$ cat src/rtl/divider_pkg.sv
// Shared types and helpers for the multi-cycle restoring divider.
package divider_pkg;

  typedef enum logic [1:0] {IDLE, RUN, FINISH} state_t;

  function automatic int cnt_w(input int width);
    return $clog2(width);
  endfunction

endpackage

$ cat src/rtl/restoring_divider_cla_trial_sub.sv
// Combinational N-bit trial subtractor a - b = a + ~b + 1 built from 4-bit lookahead groups.
module cla_trial_sub #(
  parameter int N = 17
) (
  input  logic [N-1:0] a,
  input  logic [N-1:0] b,
  output logic [N-1:0] diff,
  output logic         borrow
);

  logic [N-1:0] g, p;
  logic [N:0]   c;

  assign g = a & ~b;
  assign p = a ^ ~b;

  // Carries inside a group are flattened lookahead terms off the group carry-in;
  // group carry-ins chain from one group to the next.
  always_comb begin
    logic cy, pr;
    int   base;
    c    = '0;
    c[0] = 1'b1;
    for (int i = 0; i < N; i++) begin
      base = (i / 4) * 4;
      cy   = g[i];
      pr   = p[i];
      for (int j = 1; j < 4; j++) begin
        if (i - j >= base) begin
          cy = cy | (pr & g[i-j]);
          pr = pr & p[i-j];
        end
      end
      c[i+1] = cy | (pr & c[base]);
    end
  end

  assign diff   = p ^ c[N-1:0];
  assign borrow = ~c[N];

endmodule

$ cat src/rtl/restoring_divider.sv
// Restoring divider, one quotient bit per clock, start/done handshake.
// DIVIDER_SIGNED_EN selects two's-complement operands (magnitude divide plus sign fix-up).
module restoring_divider
  import divider_pkg::*;
#(
  parameter int WIDTH = 16
) (
  input  logic             clk,
  input  logic             rst_n,
  input  logic             start,
  input  logic [WIDTH-1:0] dividend,
  input  logic [WIDTH-1:0] divisor,
  output logic             busy,
  output logic             done,
  output logic [WIDTH-1:0] quotient,
  output logic [WIDTH-1:0] remainder,
  output logic             div_by_zero
);

  localparam int CW = cnt_w(WIDTH);

  state_t           state, state_nxt;
  logic [WIDTH-1:0] acc, q_sh, dvs;
  logic [CW-1:0]    cnt;
  logic             accept;
  logic [WIDTH:0]   rem_next, diff;
  logic             borrow;
  logic [WIDTH-1:0] q_new, r_new, fin_q, fin_r, dvd_back;
  logic [WIDTH-1:0] dvd_mag_in, dvs_mag_in;
  logic             unused_msbs;

  assign accept = start && (state != RUN);
  assign busy   = (state == RUN);
  assign done   = (state == FINISH);

  assign rem_next = {acc, q_sh[WIDTH-1]};

  cla_trial_sub #(.N(WIDTH+1)) u_sub (
    .a      (rem_next),
    .b      ({1'b0, dvs}),
    .diff   (diff),
    .borrow (borrow)
  );

  // Remainder is always below the divisor, so the top bit of either candidate is zero.
  assign q_new       = {q_sh[WIDTH-2:0], ~borrow};
  assign r_new       = borrow ? rem_next[WIDTH-1:0] : diff[WIDTH-1:0];
  assign unused_msbs = diff[WIDTH] ^ rem_next[WIDTH];

`ifdef DIVIDER_SIGNED_EN
  logic neg_q, neg_r;
  assign dvd_mag_in = dividend[WIDTH-1] ? -dividend : dividend;
  assign dvs_mag_in = divisor[WIDTH-1]  ? -divisor  : divisor;
  assign fin_q      = neg_q ? -q_new : q_new;
  assign fin_r      = neg_r ? -r_new : r_new;
  assign dvd_back   = neg_r ? -q_sh  : q_sh;

  always_ff @(posedge clk or negedge rst_n) begin
    if (!rst_n) begin
      neg_q <= 1'b0;
      neg_r <= 1'b0;
    end else if (accept) begin
      neg_q <= dividend[WIDTH-1] ^ divisor[WIDTH-1];
      neg_r <= dividend[WIDTH-1];
    end
  end
`else
  assign dvd_mag_in = dividend;
  assign dvs_mag_in = divisor;
  assign fin_q      = q_new;
  assign fin_r      = r_new;
  assign dvd_back   = q_sh;
`endif

  always_ff @(posedge clk or negedge rst_n) begin
    if (!rst_n) state <= IDLE;
    else        state <= state_nxt;
  end

  always_comb begin
    state_nxt = state;
    case (state)
      IDLE:    if (accept) state_nxt = RUN;
      RUN:     if (dvs == '0 || cnt == '0) state_nxt = FINISH;
      FINISH:  state_nxt = accept ? RUN : IDLE;
      default: state_nxt = IDLE;
    endcase
  end

  always_ff @(posedge clk or negedge rst_n) begin
    if (!rst_n) begin
      acc         <= '0;
      q_sh        <= '0;
      dvs         <= '0;
      cnt         <= '0;
      quotient    <= '0;
      remainder   <= '0;
      div_by_zero <= 1'b0;
    end else if (accept) begin
      acc         <= '0;
      q_sh        <= dvd_mag_in;
      dvs         <= dvs_mag_in;
      cnt         <= CW'(WIDTH-1);
      quotient    <= '0;
      remainder   <= '0;
      div_by_zero <= 1'b0;
    end else if (state == RUN) begin
      if (dvs == '0) begin
        // Zero divisor: skip the loop, q_sh still holds the untouched dividend.
        quotient    <= '1;
        remainder   <= dvd_back;
        div_by_zero <= 1'b1;
      end else begin
        acc  <= r_new;
        q_sh <= q_new;
        cnt  <= cnt - 1'b1;
        if (cnt == '0) begin
          quotient  <= fin_q;
          remainder <= fin_r;
        end
      end
    end
  end

endmodule
$ cat config.mk
export PLATFORM = sky130hd
export DESIGN_NAME = restoring_divider
export DESIGN_NICKNAME = d
export VERILOG_FILES = /design/src/rtl/divider_pkg.sv /design/src/rtl/restoring_divider_cla_trial_sub.sv /design/src/rtl/restoring_divider.sv
export SDC_FILE = /design/constraint.sdc
export NUM_CORES = 1
export LEC_CHECK = 0
export BUFFER_PORTS_ARGS = -buffer_cell sky130_fd_sc_hd__buf_2
export CELL_PAD_IN_SITES_DETAIL_PLACEMENT = 1
export CELL_PAD_IN_SITES_GLOBAL_PLACEMENT = 1
export CORE_ASPECT_RATIO = 0.75
export CORE_MARGIN = 3
export CORE_UTILIZATION = 29
export CTS_CLUSTER_SIZE = 20
export DETAILED_ROUTE_END_ITERATION = 10
export GPL_TIMING_DRIVEN = 0
export PLACE_DENSITY = 0.61
export SLEW_MARGIN = 10
export SYNTH_ARGS = -nofsm -noshare
export SYNTH_HDL_FRONTEND = slang
export SYNTH_SLANG_ARGS = --single-unit
$ cat constraint.sdc
create_clock -name clk -period 3.6 [get_ports clk]
set_clock_uncertainty 0.2 [all_clocks]
set_input_delay 0.72 -clock clk [delete_from_list [all_inputs] [get_ports clk]]
set_output_delay 0.72 -clock clk [all_outputs]
set_load 0.02 [all_outputs]
### Word level (Yosys, flattened, before mapping)

Cells that the tools add are included.
W data, S select, Z words.

* register bits after elaboration: 87
* bits in latches: 0
* bits in writable memories: 0
* memory bits (read-only): 0
* output and inout bits: 35
* logic and storage cells: 158
* memories: 0

* add/sub/neg operators: 1
* multiply operators: 0
* div/mod/pow operators: 0
* order comparisons: 0
* eq/ne operators: 6
* shift operators: 0
* mux-type cells: 25
* bitwise logic cells: 106
* reductions and logical operators: 12

Operator list (count)
* $mux W16: 15
* $and A1 B1 Y1: 61
* $or A1 B1 Y1: 41
* $and A17 B17 Y17: 1
* $not A16 Y17: 1
* $xor A17 B17 Y17: 1
* $logic_not A16 Y1: 1
* $xor A16 B16 Y16: 1
* $mux W4: 3
* $reduce_and A2 Y1: 4
* $pmux W2 S3: 1
* $logic_not A4 Y1: 1
* $mux W1: 4
* $mux W2: 2
* $ne A2 B1 Y1 const B: 2
* $ne A2 B2 Y1 const B: 2
* $reduce_bool A2 Y1: 2
* $sub A4 B1 Y4 const B: 1
* $reduce_bool A3 Y1: 1
* $eq A2 B1 Y1 const B: 1
* $eq A2 B2 Y1 const B: 1
* $logic_not A2 Y1: 1
* $logic_and A1 B1 Y1: 1
* $logic_or A1 B1 Y1: 1

### Logic depth before layout (Yosys ltp)

Gate-level depths: netlist of run 1.

* word-level depth: 20
* gate-level depth with buffers: 12

### Modules after synthesis

A second synthesis of run 1 with hierarchy kept.

* cell total of the unflattened synthesis: 419
* area total of the unflattened synthesis: 4718.3 µm²

By module, submodules not included
* restoring_divider: times used 1, cells an instance 307, area an instance 3890.0 µm², seq. area each 2177.1 µm²
* cla_trial_sub: times used 1, cells an instance 112, area an instance 828.3 µm², seq. area each 0.0 µm²

### Worst setup path before layout of run 1

Ideal clock, no wire load.

* kind: flip-flop to flip-flop
* start: register acc[1]
* end: register remainder[8]
* setup time: 0.076 ns
* arrival: 2.443 ns
* setup slack: 0.881 ns
* cell stages (with the launch flop): 11
* buffers on the path: 0
* path through: dfrtp_1 ha_1 o21a_1 o2bb2ai_2 o21ai_0 a21oi_1 nor2b_1 nor2_1 fa_1 mux2_4 o21ai_1

* word-level cells in the longest chain between the ends: 19
* elaborated cells on any way between the ends: 26

Ends and longest elaborated chain
* from (decl): RTL line restoring_divider.sv:23 `logic [WIDTH-1:0] acc, q_sh, dvs;`
* from (signal assigned): RTL line restoring_divider.sv:114 `acc <= r_new;`
* $and A17 B17 Y17 / $xor A17 B17 Y17 (equally long branches): RTL line restoring_divider_cla_trial_sub.sv:14, restoring_divider_cla_trial_sub.sv:15
* $and A1 B1 Y1 (on tied branches): RTL line restoring_divider_cla_trial_sub.sv:30, restoring_divider_cla_trial_sub.sv:31
* $or A1 B1 Y1 (tied with other cells): RTL line restoring_divider_cla_trial_sub.sv:30 `cy = cy | (pr & g[i-j]);`
* $or A1 B1 Y1 / $and A1 B1 Y1 (equally long branches): RTL line restoring_divider_cla_trial_sub.sv:30
* $or A1 B1 Y1: RTL line restoring_divider_cla_trial_sub.sv:30
* $or A1 B1 Y1 (*): RTL line restoring_divider_cla_trial_sub.sv:34 `c[i+1] = cy | (pr & c[base]);`
* $and A1 B1 Y1 (*): RTL line restoring_divider_cla_trial_sub.sv:34
* $or A1 B1 Y1 (*): RTL line restoring_divider_cla_trial_sub.sv:34
* [3 not listed]
* $or A1 B1 Y1: RTL line restoring_divider_cla_trial_sub.sv:34
* $and A1 B1 Y1: RTL line restoring_divider_cla_trial_sub.sv:34
* $or A1 B1 Y1: RTL line restoring_divider_cla_trial_sub.sv:34
* $mux W16 (*): RTL line restoring_divider.sv:47 `assign r_new = borrow ? rem_next[WIDTH-1:0] : diff[WIDTH-1:0];`
* $mux W16 (*): RTL line restoring_divider.sv:117 `if (cnt == '0) begin`
* $mux W16 (*): RTL line restoring_divider.sv:108 `if (dvs == '0) begin`
* $mux W16 (*): RTL line restoring_divider.sv:107 `end else if (state == RUN) begin`
* $mux W16 (*): RTL line restoring_divider.sv:99 `end else if (accept) begin`
* to (signal assigned): RTL line restoring_divider.sv:111 `remainder <= dvd_back;`
* to (signal assigned): RTL line restoring_divider.sv:119 `remainder <= fin_r;`
* to (decl): RTL line restoring_divider.sv:16 `output logic [WIDTH-1:0] remainder,`

Mark *: on every way between the ends. The rest lies on a longest branch, timed or not. The select of a mux whose other input is x is not followed.
A chain may end at the register's enable or synchronous reset.

### Worst setup path in the final report of run 1

* start: register q_sh[15] (netlist: dvd_back[15])
* end: register remainder[9]

* word-level cells in the longest chain between the ends: 17
* elaborated cells on any way between the ends: 22

Ends and longest elaborated chain
* from (decl): RTL line restoring_divider.sv:23
* from (signal assigned): RTL line restoring_divider.sv:101 `q_sh <= dvd_mag_in;`
* from (signal assigned): RTL line restoring_divider.sv:115 `q_sh <= q_new;`
* $and A17 B17 Y17: RTL line restoring_divider_cla_trial_sub.sv:14 `assign g = a & ~b;`
* $and A1 B1 Y1: RTL line restoring_divider_cla_trial_sub.sv:30
* $or A1 B1 Y1: RTL line restoring_divider_cla_trial_sub.sv:30
* $or A1 B1 Y1 (*): RTL line restoring_divider_cla_trial_sub.sv:34
* $and A1 B1 Y1 (*): RTL line restoring_divider_cla_trial_sub.sv:34
* $or A1 B1 Y1 (*): RTL line restoring_divider_cla_trial_sub.sv:34
* $and A1 B1 Y1: RTL line restoring_divider_cla_trial_sub.sv:34
* $or A1 B1 Y1: RTL line restoring_divider_cla_trial_sub.sv:34
* $and A1 B1 Y1: RTL line restoring_divider_cla_trial_sub.sv:34
* $or A1 B1 Y1: RTL line restoring_divider_cla_trial_sub.sv:34
* $and A1 B1 Y1: RTL line restoring_divider_cla_trial_sub.sv:34
* $or A1 B1 Y1: RTL line restoring_divider_cla_trial_sub.sv:34
* $mux W16 (*): RTL line restoring_divider.sv:47
* $mux W16 (*): RTL line restoring_divider.sv:117
* $mux W16 (*): RTL line restoring_divider.sv:108
* $mux W16 (*): RTL line restoring_divider.sv:107
* $mux W16 (*): RTL line restoring_divider.sv:99

Marks and branches as above.

==> flow_metrics.py, run 1 <==
metrics = {
    "finish": {
        "drive_above_1_share_pct": 20.6,
        "layout.nets": 599,
        "final_common_cell": "dfrtp_1",
        "layout_common_cells": "dfrtp_1 (87), buf_2 (75), nand2_1 (69), o21ai_0 (47), inv_1 (26)",
        "area_delta_synth_final_pct": 21.2,
        "fin_area_sq_mm": 0.00533,
        "final_core_util_pct": 36.4,
        "antenna_cells": 0,
    },
    "power": {
        "ir_drop_uv": 465,
        "powerDensity_mw_per_mm2": 1190,
        "p_leak_nw": 2.53,
    },
    "setup_path": {
        "critPathArrivalTime_ns": 3.01,
        "worstRegToRegCells": 11,
        "start_kind": "flip-flop",
        "criticalPathCategory": "flip-flop to flip-flop",
        "critPathMostFrequentCell": "o21ai_0",
        "path_cells": "ha_1 -> o21ai_1 -> o2bb2ai_2 -> o21ai_0 -> a21oi_1 -> nor2b_1 -> nor2_1 -> fa_1 -> xnor2_1 -> mux2i_1 -> o21ai_0",
        "worstReg2RegStart": "dvd_back[15]$_DFFE_PN0P_",
        "required_ns": 3.60,
        "cp_slowest_cell": "dfrtp_1",
        "worstReg2RegEnd": "remainder[9]$_DFFE_PN0P_",
        "worstSetupEndpointType": "flip-flop",
        "reg2reg_slack_ns": 0.59,
        "crit_path_max_fanout": 4,
        "slowest_delay_ns": 0.43,
    },
    "status": {
        "status": "finished, final reports clean",
    },
    "sta": {
        "clock.fmax_ghz": 0.332,
        "period_minus_slack_ns": 3.01,
        "slew_headroom_pct": 32.1,
        "tns_ns": 0,
        "fin_crit_sh_pct": 83.6,
        "worst_pin_slew_ns": 1.02,
        "maxSlewViolCount": 0,
        "final_hold_viol_count": 0,
        "setup_viol": 0,
        "setup_ws_ns": 0.591,
        "rsz0062_at_grt": "no",
    },
    "die": {
        "core_area_sq_mm": 0.0146,
        "io_pins": 70,
        "die_width_um": 148,
        "fp-row-count": 38,
        "die_h_um": 113,
        "start_util_pct": 30.0,
        "dieArea_sq_mm": 0.0167,
    },
    "route": {
        "drc": 0,
        "routed.top_layer": "met4",
        "routed_wl_mm": 13.8,
        "drt_first_pass_iters": 5,
        "dr_wl_met2_mm": 6.07,
        "drt_iter0_drc": 177,
        "ant_nets": 0,
        "viasPerCell": 4.96,
        "wl_per_cell_um": 18.5,
        "wl_met1_mm": 7.02,
        "wl_met3_um": 642,
        "route.vias.total": 3712,
    },
    "clock_tree": {
        "cts-resized-gates": 0,
        "clock-sinks": 87,
        "clk_pin_slew_ns": 0.07,
        "cts.htree.levels": 3,
        "clock_latency_ns": 0.34,
        "clock_path_buffers": 2,
        "tritoncts": "built",
        "post-cts-setup-buffer-count": 0,
        "cts_made_buffers": 9,
        "cts_hold_buffers": 0,
        "cts_root_buf": "clkbuf_16",
    },
    "synth": {
        "yosysUniqueCellTypes": 45,
        "syn-cell-area_sq_mm": 0.00440,
        "ys_ff_latch": 87,
        "synthCells": 462,
        "ys_seq_area_share_pct": 49.5,
        "synth_warnings": 0,
        "synth-edff-count": 0,
        "syn_avg_cell_area_sq_um": 9.52,
        "async_reset_ff_share_pct": 100,
        "syn-num-nets": 518,
        "ys.flop_type": "dfrtp_1",
    },
    "placement": {
        "dpl.hpwl_mm": 10.7,
        "place_area_sq_mm": 0.00502,
        "place_congestion": 0.839,
        "port-buffer-count": 69,
        "pre_cts_ws_ns": 0.618,
    },
    "hold_path": {
        "min_path_type": "input port to asynchronous set/reset pin",
    },
    "global_routing": {
        "grt_pass1_vias": 3911,
        "overflow": 0,
        "antenna_found_initial": 0,
        "grt_pass1_wl_mm": 22.2,
        "grt_usage_pct": 17.2,
        "grt_max_degree": 57,
    },
    "flow_run": {
        "max-cap-violations": 0,
    },
}
-- stage by stage --
stage,hold WS [ns],std cells,total power [mW]
3_5_place_dp,0.295,732,5.37
5_1_grt,0.160,748,6.89
3_3_place_gp,0.286,731,5.23
6_report,0.132,748,6.33
2_1_floorplan,0.224,462,4.27
4_1_cts,0.146,748,6.40
-- where the power goes --
group | total (mW) | switching [mW] | internal, mW | leakage, nW
combinational | 3.51 | 2.10 | 1.41 | 1.28
clock | 0.980 | 0.419 | 0.561 | 0.145
sequential | 1.84 | 0.381 | 1.46 | 1.10
-- synth_stat cells (2+ instances only) --
| cell type | number | area [sq um] |
|---|---|---|
| buf_2 | 7 | 35.0 |
| o21ai_2 | 3 | 26.3 |
| nor2_1 | 18 | 67.6 |
| fa_1 | 3 | 60.1 |
| ha_1 | 18 | 225 |
| nor3_1 | 17 | 85.1 |
| buf_4 | 4 | 30.0 |
| dfrtp_1 | 87 | 2180 |
| clkbuf_1 | 14 | 52.6 |
| o211ai_1 | 2 | 15.0 |
| and2_1 | 2 | 12.5 |
| mux2_2 | 2 | 22.5 |
| nand2_1 | 69 | 259 |
| or2_2 | 2 | 12.5 |
| a22o_1 | 3 | 26.3 |
| o21ai_0 | 47 | 235 |
| xor2_1 | 4 | 35.0 |
| a21oi_1 | 25 | 125 |
| a22oi_1 | 25 | 188 |
| nor4_1 | 6 | 37.5 |
| nor2b_1 | 2 | 12.5 |
| nand2b_1 | 4 | 25.0 |
| xnor2_1 | 8 | 70.1 |
| o21ai_1 | 8 | 40.0 |
| mux2i_1 | 9 | 90.1 |
| inv_1 | 26 | 97.6 |
| nand3_1 | 19 | 95.1 |
| a31oi_1 | 10 | 62.6 |
| mux2_4 | 2 | 30.0 |
-- flip-flops by register name (all words and copies together) (netlist names) --
signal	count
cnt	4
remainder	16
div_by_zero	1
state	2
quotient	16
dvd_back	16
acc	16
dvs	16
-- kinds of logic after synthesis --
family | after synthesis | share of synthesized area (%)
AOI/OAI and AO/OA | 130 | 18.0
DFF | 87 | 49.5
muxes | 13 | 3.24
buffers and inverters | 53 | 5.23
adders and majority gates | 21 | 6.49
xor gates and xnor gates | 12 | 2.39
and+or+nand+nor | 146 | 15.2
-- how the worst max path moves through the flow --
stage	start	end	slack, ns	cells past startpoint
after floorplan	acc[1]$_DFFE_PN0P_	remainder[8]$_DFFE_PN0P_	0.88	10
after global placement	dvs[0]$_DFFE_PN0P_	remainder[9]$_DFFE_PN0P_	0.65	12
after detailed placement	dvd_back[15]$_DFFE_PN0P_	remainder[9]$_DFFE_PN0P_	0.62	11
after CTS	dvs[8]$_DFFE_PN0P_	remainder[12]$_DFFE_PN0P_	0.56	10
after global routing	dvs[0]$_DFFE_PN0P_	remainder[9]$_DFFE_PN0P_	0.38	12
final	dvd_back[15]$_DFFE_PN0P_	remainder[9]$_DFFE_PN0P_	0.59	11
-- routing by layer --
layer | track usage (%) | up-vias
met5 | 0 | -
met4 | 2.77 | 0
met3 | 3.91 | 13
met2 | 25.4 | 65
met1 | 26.1 | 1849
li1 | - | 1785
-- worst max-delay path, delay by kind of cell, from the launching register on --
kind / cells / cell delay (ns)
AOI/OAI and AO/OA: 5 / 0.86
xor gates and xnor gates: 1 / 0.14
adders and majority gates: 2 / 0.69
DFF: 1 / 0.43
muxes: 1 / 0.34
and+or+nand+nor: 2 / 0.20
-- final cells by class --
cell class                      count  area [sq um]
Fill cell                        1763          9310
Sequential cell                    87          2180
Multi-Input combinational cell    322          1990
Timing Repair Buffer               70           375
Tap cell                          200           250
Clock buffer                       10           239
Buffer                             27           133
Inverter                           26          97.6
Clock inverter                      6          67.6
Power figures use the tool's default switching activity.
==> run 2, diff against run 1 <==
==> constraint.sdc (replaced) <==
create_clock -name clk -period 2.9 [get_ports clk]
set_clock_uncertainty 0.2 [all_clocks]
set_input_delay 0.58 -clock clk [delete_from_list [all_inputs] [get_ports clk]]
set_output_delay 0.58 -clock clk [all_outputs]
set_load 0.02 [all_outputs]
==> run 2 against run 1 <==
  * The flow now finishes with violations (negative hold slack)
  * First-iteration DRC count rose by 22%
  * Sequential power is 25% higher
  * Die area stayed put
  * Final cell count up 0.53%
  * Setup slack worse by 0.49 ns
  * Count of clock-buffer cells in the layout unchanged
  * Non-clock buffer count increased by 4
  * Critical path depth shrank 2
  * Maximum frequency rose by 7.4%
  * Register-to-register slack got worse by 0.49 ns
  * Critical endpoint is now remainder[12]$_DFFE_PN0P_
==> flow_metrics.py, run 2 (same netlist as run 1, synthesis figures left out) <==
metrics = {
    "status": {
        "status": "finished, violations left",
        "violations": "negative hold slack",
    },
    "power": {
        "swShare_pct": 45.6,
        "ir_drop_uv": 579,
        "seq_power_share_pct": 28.0,
        "combPwrFrac_pct": 57.2,
        "p_int_mw": 4.47,
        "p_sw_mw": 3.74,
        "powerDensity_mw_per_mm2": 1500,
        "clock_power_share_pct": 14.8,
        "p_leak_nw": 2.55,
        "p_total_mw": 8.21,
    },
    "clock_tree": {
        "clk_pin_slew_ns": 0.07,
        "cts_hold_buffers": 0,
        "cts_root_buf": "clkbuf_16",
        "clock_latency_ns": 0.34,
        "clock_path_buffers": 2,
        "tritoncts": "built",
        "clock-sinks": 87,
        "cts_made_buffers": 9,
        "cts.htree.levels": 3,
    },
    "sta": {
        "setup_ws_ns": 0.0974,
        "slew_headroom_pct": 33.6,
        "clock.fmax_ghz": 0.357,
        "timing.hold.ws_ns": -0.00475,
        "fin_crit_sh_pct": 96.6,
        "period_minus_slack_ns": 2.80,
        "tns_ns": 0,
        "final_hold_viol_count": 3,
        "worst_pin_slew_ns": 0.993,
        "maxSlewViolCount": 0,
        "setup_viol": 0,
    },
    "setup_path": {
        "criticalPathCategory": "flip-flop to flip-flop",
        "worstSetupEndpointType": "flip-flop",
        "critPathArrivalTime_ns": 2.87,
        "slowest_delay_ns": 0.44,
        "cp_slowest_cell": "dfrtp_1",
        "start_kind": "flip-flop",
        "path_cells": "ha_4 -> a21oi_2 -> nor2_1 -> a211o_2 -> o21bai_4 -> and2_4 -> fa_1 -> mux2_4 -> o21ai_1",
        "required_ns": 2.97,
        "worst-path-buf-inv": 0,
        "crit_family": "compound AO/OA/AOI/OAI gates",
        "crit_path_max_fanout": 3,
    },
    "die": {
        "start_util_pct": 30.0,
        "die_width_um": 148,
        "die_h_um": 113,
        "dieArea_sq_mm": 0.0167,
        "core_area_sq_mm": 0.0146,
        "io_pins": 70,
        "fp-row-count": 38,
    },
    "global_routing": {
        "grt_usage_pct": 17.2,
        "overflow": 0,
        "grt_max_degree": 57,
        "antenna_found_initial": 0,
        "grt_pass1_wl_mm": 22.2,
        "grt_pass1_vias": 3915,
    },
    "placement": {
        "port-buffer-count": 69,
        "place_inst": 732,
        "place_congestion": 0.839,
        "pre_cts_ws_ns": -0.0818,
        "dpl.hpwl_mm": 10.7,
        "place_area_sq_mm": 0.00502,
    },
    "route": {
        "route.vias.total": 3737,
        "viasPerCell": 4.97,
        "drt_iter0_drc": 216,
        "ant_nets": 0,
        "wl_per_cell_um": 18.6,
        "drc": 0,
        "routed_wl_mm": 14.0,
        "drt_first_pass_iters": 4,
    },
    "finish": {
        "drive_above_1_share_pct": 23.9,
        "fin_area_sq_mm": 0.00548,
        "final_cells": 752,
        "final_common_cell": "dfrtp_1",
        "area_delta_synth_final_pct": 24.6,
        "layout.nets": 603,
        "layout_common_cells": "dfrtp_1 (87), buf_2 (75), nand2_1 (69), o21ai_0 (46)",
        "antenna_cells": 0,
    },
    "flow_run": {
        "max-cap-violations": 0,
    },
    "hold_path": {
        "min_path_type": "input port to asynchronous set/reset pin",
    },
}
run 2: cell types whose count changed in the layout (fill, tap and decap cells not counted), moves of 2 or more:
| cell | before | now |
|---|---|---|
| buf_4 | 5 | 9 |
| ha_4 | 0 | 5 |
| nor4_1 | 6 | 4 |
| ha_1 | 18 | 13 |
| a21oi_2 | 0 | 2 |
| o21ai_2 | 3 | 5 |
| nor4_2 | 0 | 2 |
| a21oi_1 | 25 | 23 |
run 2: what timing repair did:
| action | CTS | global route |
|---|---|---|
| setup endpoints to repair | 6 | 14 |
| pin swaps | 1 | 4 |
| hold endpoints to repair | 0 | 0 |
| buffers inserted | 1 | 3 |
| gates resized for setup | 6 | 12 |
run 2: power by group through the flow:
stage | combinational (mW) | sequential (mW) | clock, mW
2_1_floorplan | 2.93 | 2.37 | 0
3_5_place_dp | 4.37 | 2.30 | 0
6_report | 4.70 | 2.30 | 1.22
5_1_grt | 5.22 | 2.39 | 1.31
4_1_cts | 4.52 | 2.28 | 1.25
3_3_place_gp | 4.21 | 2.28 | 0
run 2: per-stage QoR:
| step | hold slack (ns) | util [%] |
|---|---|---|
| floorplan | 0.0844 | - |
| global placement | 0.286 | 34.1 |
| detailed placement | 0.295 | 34.3 |
| CTS | 0.00598 | 36.6 |
| global route | 0.0204 | 37.4 |
| finish | -0.00475 | 37.4 |
run 2: worst paths after layout:
path                                            from                   endpoint  slack, ns  depth (start not counted)
worst max-delay path              acc[4]$_DFFE_PN0P_  remainder[12]$_DFFE_PN0P_        0.1                          9
worst min-delay path                           rst_n         dvs[2]$_DFFE_PN0P_     -0.005                          1
worst max register to register    acc[4]$_DFFE_PN0P_  remainder[12]$_DFFE_PN0P_        0.1                          9
worst min register to register  state[0]$_DFFE_PN0P_       state[0]$_DFFE_PN0P_       0.30                          1
max in group asynchronous                      rst_n   dvd_back[13]$_DFFE_PN0P_       1.86                          2
min in group clk                          divisor[6]         dvs[6]$_DFFE_PN0P_       0.25                          3
run 2: metal layers:
metal | share of wire, % | GRT usage (%)
met1 | 50 | 26.1
met2 | 45 | 25.4
met3 | 4.5 | 3.91
met4 | 0.64 | 2.77
met5 | 0 | 0
run 2: area by class of cell:
| cell class | instances | area, sq um |
|---|---|---|
| Fill cell | 1744 | 9160 |
| Tap cell | 200 | 250 |
| Timing Repair Buffer | 74 | 405 |
| Buffer | 27 | 133 |
| Clock inverter | 6 | 67.6 |
| Sequential cell | 87 | 2180 |
| Inverter | 26 | 97.6 |
| Clock buffer | 10 | 239 |
| Multi-Input combinational cell | 322 | 2110 |
run 2: worst register-to-register path: stages (launching register included):
cell	delay, ns
dfrtp_1	0.44
ha_4	0.28
a21oi_2	0.18
nor2_1	0.09
a211o_2	0.36
o21bai_4	0.18
and2_4	0.17
fa_1	0.42
mux2_4	0.30
o21ai_1	0.12
